## config.mk

```make
export PLATFORM = sky130hd
export DESIGN_NAME = sram_mem_controller
export DESIGN_NICKNAME = d
export VERILOG_FILES = /design/src/rtl/sram_mem_controller.sv
export SDC_FILE = /design/constraint.sdc
export NUM_CORES = 1
export LEC_CHECK = 0
export CORE_MARGIN = 5
export CORE_UTILIZATION = 24
export CTS_CLUSTER_SIZE = 40
export DETAILED_ROUTE_END_ITERATION = 16
export GPL_TIMING_DRIVEN = 0
export PLACE_DENSITY = 0.44
export SLEW_MARGIN = 5
export SYNTH_ARGS = -nofsm -noshare
export SYNTH_HDL_FRONTEND = slang
export SYNTH_SLANG_ARGS = --single-unit
```

## constraint.sdc

```tcl
create_clock -name clk -period 10.6 [get_ports clk]
set_clock_uncertainty 0.15 [all_clocks]
set_input_delay 3.18 -clock clk [delete_from_list [all_inputs] [get_ports clk]]
set_output_delay 3.18 -clock clk [all_outputs]
set_load 0.01 [all_outputs]
```

## src/rtl/sram_mem_controller.sv

```systemverilog
// sram_mem_controller
//   Services memory-stage loads/stores from an external 16-bit asynchronous
//   SRAM. Each 32-bit word is split into a low and a high half-word access,
//   each held for WAIT_CYCLES+1 cycles. `ready` drops in the request cycle
//   and stays low until DONE, freezing the pipeline.
// Ports:
//   clk, rst                 clock, async active-high reset
//   mem_r_en, mem_w_en       load / store request (store wins if both)
//   address, data            byte address and store data
//   mem_result               last loaded word (held across stores)
//   ready                    high when no access is pending
//   sram_addr                half-word address {word_idx, half}
//   sram_dq_out/in, _oe      SRAM data bus pieces; top level builds the inout
//   sram_we_n, sram_oe_n     active-low write strobe / output enable
module sram_mem_controller #(
  parameter int          WAIT_CYCLES = 1,
  parameter logic [31:0] BASE_ADDR   = 32'd1024
) (
  input  logic        clk,
  input  logic        rst,
  input  logic        mem_r_en,
  input  logic        mem_w_en,
  input  logic [31:0] address,
  input  logic [31:0] data,
  output logic [31:0] mem_result,
  output logic        ready,
  output logic [17:0] sram_addr,
  output logic [15:0] sram_dq_out,
  input  logic [15:0] sram_dq_in,
  output logic        sram_dq_oe,
  output logic        sram_we_n,
  output logic        sram_oe_n
);

  localparam logic [3:0] WMAX = 4'(WAIT_CYCLES);

  typedef enum logic [1:0] {IDLE, LO, HI, DONE} state_t;

  state_t      state, state_nxt;
  logic [3:0]  wcnt, wcnt_nxt;
  logic        op_wr;
  logic [16:0] idx;
  logic [31:0] wdata;
  logic [15:0] lo_buf;
  logic [31:0] offs;
  logic        req;
  logic        last;

  assign req  = mem_r_en | mem_w_en;
  assign last = (wcnt == WMAX);
  assign offs = address - BASE_ADDR;

  // ready is combinational so a new request freezes the pipeline at once
  assign ready = ((state == IDLE) && !req) || (state == DONE);

  always_comb begin
    state_nxt = state;
    wcnt_nxt  = wcnt;
    case (state)
      IDLE: if (req) begin
        state_nxt = LO;
        wcnt_nxt  = '0;
      end
      LO: if (last) begin
        state_nxt = HI;
        wcnt_nxt  = '0;
      end else wcnt_nxt = wcnt + 4'd1;
      HI: if (last) begin
        state_nxt = DONE;
        wcnt_nxt  = '0;
      end else wcnt_nxt = wcnt + 4'd1;
      DONE: state_nxt = IDLE;
      default: state_nxt = IDLE;
    endcase
  end

  always_ff @(posedge clk or posedge rst) begin
    if (rst) begin
      state      <= IDLE;
      wcnt       <= '0;
      op_wr      <= 1'b0;
      idx        <= '0;
      wdata      <= '0;
      lo_buf     <= '0;
      mem_result <= '0;
    end else begin
      state <= state_nxt;
      wcnt  <= wcnt_nxt;
      // operation, address and data are frozen at the request cycle
      if (state == IDLE && req) begin
        op_wr <= mem_w_en;
        idx   <= offs[18:2];
        wdata <= data;
      end
      if (state == LO && last && !op_wr) lo_buf <= sram_dq_in;
      if (state == HI && last && !op_wr) mem_result <= {sram_dq_in, lo_buf};
    end
  end

  always_comb begin
    sram_addr   = '0;
    sram_dq_out = '0;
    sram_dq_oe  = 1'b0;
    sram_we_n   = 1'b1;
    sram_oe_n   = 1'b1;
    if (state == LO || state == HI) begin
      sram_addr = {idx, state == HI};
      if (op_wr) begin
        sram_dq_oe  = 1'b1;
        sram_dq_out = (state == HI) ? wdata[31:16] : wdata[15:0];
        // last cycle of a phase releases the strobe so data is held past it;
        // with no wait cycles the single cycle must carry the strobe
        sram_we_n   = last && (WAIT_CYCLES != 0);
      end else begin
        sram_oe_n = 1'b0;
      end
    end
  end

endmodule

```

---- Word-level counts from Yosys, hierarchy flattened ----
Cells that the tools add are included.
word-level totals
  register bits ........................... 104
  input port bits ......................... 84
  output and inout port bits .............. 70
  logic and storage cells ................. 48
cells by class
  add/sub/neg operators ................... 2
  equal/unequal tests ..................... 7
  muxes and demuxes ....................... 16
  bitwise operators ....................... 1
  reduce and logical (&&, ||, !) cells .... 15
operators by type and width
  cell                                                  number
  2-to-1 mux 16 bit                                     3
  subtractor 19 x 11 -> 19 bit (second input constant)  1
  2-to-1 mux 18 bit                                     1
  2-to-1 mux 4 bit                                      2
  case mux 2 bit (4 select lines)                       1
  case mux 4 bit (2 select lines)                       1
  logical AND 1 bit                                     6
  2-to-1 mux 2 bit                                      3
  inequality test 2 bit (second input constant)         3
  2-to-1 mux 1 bit                                      5
  adder 4 x 1 -> 4 bit (second input constant)          1
  == test 2 bit (second input constant)                 2
  == test 4 x 1 -> 1 bit (second input constant)        1
  AND reduction 3 bit                                   1
  == test 2 x 1 -> 1 bit (second input constant)        1
  logical NOT 1 bit                                     2
  logical NOT 2 bit                                     1
  logical OR 1 bit                                      2
  AND reduction 2 bit                                   1
  nonzero test 2 bit                                    1
  OR reduction 2 bit                                    1
  OR 1 bit                                              1

---- Depth between registers and ports, before layout ----
Gate-level depths: netlist (run 1).
  depth in word-level cells ............... 4
  gate-level depth with buffers ........... 7
  gate-level depth less buffers ........... 5

---- Least setup slack after synthesis (run 1) ----
No wires, ideal clock.
  path type ............................... input to output
  start ................................... in mem_w_en
  end ..................................... out ready
  arrival time ............................ 3,778 ps
  required time ........................... 7,270 ps
  setup slack ............................. 3,492 ps
  stages .................................. 2
  buffers on the path ..................... 0
  cell sequence ........................... or3b_2 nand2b_1
on the way
  word-level cells in the longest chain between the ends .. 4
RTL lines
  element            RTL line  text
  start, declared    22        input logic mem_w_en,
  OR 1 bit           49        assign req = mem_r_en | mem_w_en;
  logical NOT 1 bit  54        assign ready = ((state == IDLE) && !req) || (state == DONE);
  logical AND 1 bit  54
  logical OR 1 bit   54
  end, declared      26        output logic ready,
No other way between the ends.

---- Worst setup path in the final report (run 1) ----
Same ends and word-level chain as after synthesis.

==> impl_metrics.py, run 1 <==
metrics = {
    "synthesis": {
        "synthFlopType": "dfrtp_1",
        "synth.distinct_cells": 33,
        "synth_top_area_share_pct": 57.11,
        "synth_area_um2": 4557,
        "synth_area_leaders": "dfrtp_1, mux2_2, nand2_1",
        "synth.largest_area_cell": "dfrtp_1",
        "avgSynthCellArea_um2": 10.72,
        "ys_ff_latch": 104,
        "synth_edf_count": 0,
        "synth_fp_nets": 517,
        "syn_inst": 425,
        "ys_seq_area_share_pct": 57.11,
        "synth-warning-count": 0,
        "synthArstFlopShare_pct": 100.0,
    },
    "timing": {
        "period_needed_ns": 8.169,
        "hold_viol": 0,
        "fin_setup_tns_ns": 0,
        "period_share_pct": 77.06,
        "drv_slew": 0,
        "rsz0062_at_grt": "false",
        "slew_headroom_pct": 55.27,
        "max_freq_mhz": 122.4,
        "finalSetupViolCount": 0,
        "whs_ns": 0.3190,
        "finalWorstSetupSlack_ns": 2.431,
        "max_slew.worst_pin.slew_ns": 0.6640,
    },
    "worst_setup_path": {
        "critPathLaunchType": "input port",
        "end_kind": "output port",
        "reg2reg_slack_ns": 8.47,
        "cp_cell_sequence": "clkdlybuf4s50_1, or3b_2, nand2b_1, clkdlybuf4s50_1",
        "crit_type": "input port to output port",
        "crit_arrival_ns": 4.84,
        "crit_slowest_cell": "or3b_2",
        "required_ns": 7.27,
        "cp_slowest_stage_delay_ns": 0.54,
        "crit_fanout": 5,
        "crit_top_cell": "clkdlybuf4s50_1",
    },
    "floorplanning": {
        "core_area_um2": 18710,
        "die_x_um": 147.8,
        "core.rowCount": 50,
        "die_area_um2": 21840,
        "initial_core_util_pct": 24.36,
        "die_h_um": 147.8,
        "ios": 154,
    },
    "drt": {
        "routed_wl_um": 12780,
        "drtAntennaViolNets": 0,
        "drc_errors": 0,
        "drt-vias-per-instance": 4.265,
        "first_pass_iters": 4,
        "wl_per_cell_um": 15.70,
        "dr.first_iter.drc_count": 69,
        "vias": 3472,
    },
    "power": {
        "ir_drop_v": 0.00009260,
        "clkPwrFrac_pct": 16.6,
        "p_sw_share_pct": 35.83,
        "internal_power_mw": 1.266,
        "pwr-share-seq_pct": 35.2,
        "power.density_nw_per_um2": 301.2,
        "power.leakage_nw": 2.889,
        "power_frac_comb_pct": 48.1,
        "netSwitchingPower_uw": 707.1,
    },
    "clock_network": {
        "cts_sinks": 104,
        "hold_buffers": 0,
        "cts_setup_buffers": 0,
        "cts_root_buf": "clkbuf_16",
        "path_clk_slew_ns": 0.07,
        "clk_latency_ns": 0.35,
        "htree_levels": 3,
        "clock_path_buffers": 2,
        "cts_repair_resize_count": 0,
        "cts_tree": "done",
        "numCtsBuffers": 9,
    },
    "final_layout": {
        "fin_nets": 667,
        "drive_above_1_share_pct": 14.14,
        "diodes": 0,
        "area_growth_pct": 43.79,
        "fin_cells": 814,
        "post-route-util_pct": 35.03,
    },
    "placed_design": {
        "placed_cells": 798,
        "place.gp.congestion": 0.7170,
        "port-buffer-count": 138,
        "dp_slack_ns": 2.421,
        "post-dp-hpwl_um": 9480,
    },
    "global_route": {
        "grt_overflow": 0,
        "grt_max_degree": 54,
        "antenna_found_initial": 0,
        "grt_util_all_layers_pct": 11.86,
        "grt_pass1_vias": 3754,
        "grt_pass1_wl_um": 20400,
    },
    "status": {
        "status": "finished clean",
    },
    "job": {
        "cap_violations": 0,
    },
    "min_path": {
        "worstHoldPathType": "flop to flop",
    },
}
[sequential cells by signal, summed over array words and instances, names as in the netlist]
register / flops
wdata: 32
lo_buf: 16
idx: 17
mem_result: 32
state: 2
wcnt: 4
op_wr: 1
[routing by layer]
layer / wire length (µm) / global-route usage, %
met1: 5778 / 15.01
met2: 5862 / 19.09
met3: 952 / 4.231
met4: 184 / 3.588
met5: 0 / 0
[power groups by stage]
| stage | clock [mW] | sequential (mW) | combinational, mW |
|---|---|---|---|
| 6_report | 0.328 | 0.696 | 0.950 |
| 4_1_cts | 0.340 | 0.698 | 0.978 |
| 5_1_grt | 0.354 | 0.721 | 1.06 |
| 3_5_place_dp | 0 | 0.705 | 0.973 |
| 2_1_floorplan | 0 | 0.707 | 0.485 |
| 3_3_place_gp | 0 | 0.698 | 0.961 |
[placed cells by master, fill, tap and decap left out, drive strengths merged, types with 2 or more instances in the layout]
cell type,instances
mux2,49
nand2b,6
a31oi,5
inv,10
nor4b,2
o31ai,2
clkinv,2
clkbuf,22
nor2,22
dfrtp,104
or2,2
ha,8
clkdlybuf4s50,138
o21ai,9
nand2,132
buf,9
mux2i,16
or3,3
or3b,2
or4,4
and2,18
nor3b,2
nand3,3
[cells in the mapped netlist, types with 2 or more instances]
cell type    n
nor3b_1      2
buf_2        8
nand3_1      3
mux2_2      49
mux2i_1     16
or2_2        2
o21ai_0      9
nor2_1      22
and2_1      18
o31ai_1      2
ha_1         8
or4_1        3
or3b_2       2
a31oi_1      5
nand2_1    132
clkbuf_1    12
inv_1        7
or3_1        2
dfrtp_1    104
nand2b_1     6
[worst max-delay path: cells and delay by family]
kind,cells,cell delay [ns]
buf+inv,2,1.02
simple gates,2,0.64
[stage by stage]
stage,area [µm²],power (mW)
finish,6553,1.974
CTS,6553,2.016
detailed placement,6264,1.678
global route,6553,2.131
floorplan,4557,1.192
global placement,6231,1.659
[kinds of logic (layout without fill, tap and decap cells)]
| kind of cell | count (synthesis) | in the layout | share of synthesized area, % |
|---|---|---|---|
| compound gates | 24 | 24 | 3.432 |
| mux | 65 | 65 | 15.62 |
| flops | 104 | 104 | 57.11 |
| fa+ha+maj | 8 | 8 | 2.197 |
| buf+inv | 27 | 182 | 2.444 |
| simple gates | 196 | 196 | 19.00 |
| xor+xnor | 1 | 1 | 0.1922 |
[final timing paths]
check	cells after the start	to	from
worst max-delay path	4	ready	mem_w_en
worst min-delay path	2	idx[2]	idx[2]
worst max register to register	7	wdata[7]	state[0]
worst min register to register	2	idx[2]	idx[2]
max in group asynchronous	3	wdata[30]	rst
min in group asynchronous	2	wdata[17]	rst
[layout make-up]
| cell class | instances | area [µm²] |
|---|---|---|
| plain buffers | 20 | 85.08 |
| clock buffers | 10 | 239.0 |
| clock inverters | 6 | 50.05 |
| fillers | 1887 | 12150 |
| inverters | 7 | 31.28 |
| multi-input cells | 294 | 1843 |
| flip-flops and latches | 104 | 2603 |
| well taps | 234 | 292.8 |
| repair buffers | 139 | 1409 |
Power figures use the tool's default switching activity.
==> run 2: changes to the inputs <==
==> constraint.sdc (replaced) <==
create_clock -name clk -period 8.35 [get_ports clk]
set_clock_uncertainty 0.15 [all_clocks]
set_input_delay 2.505 -clock clk [delete_from_list [all_inputs] [get_ports clk]]
set_output_delay 2.505 -clock clk [all_outputs]
set_load 0.01 [all_outputs]
==> results of run 2 <==
Same layout as run 1 (identical final DEF). Status: finished clean.
Among the figures that moved: setup slack after placement 2.421 ns -> 1.521 ns; setup slack after layout 2.431 ns -> 1.531 ns; register-to-register setup slack 8.47 ns -> 6.22 ns; total power 1.974 mW -> 2.505 mW; worst IR drop on VDD 0.00009260 V -> 0.0001175 V
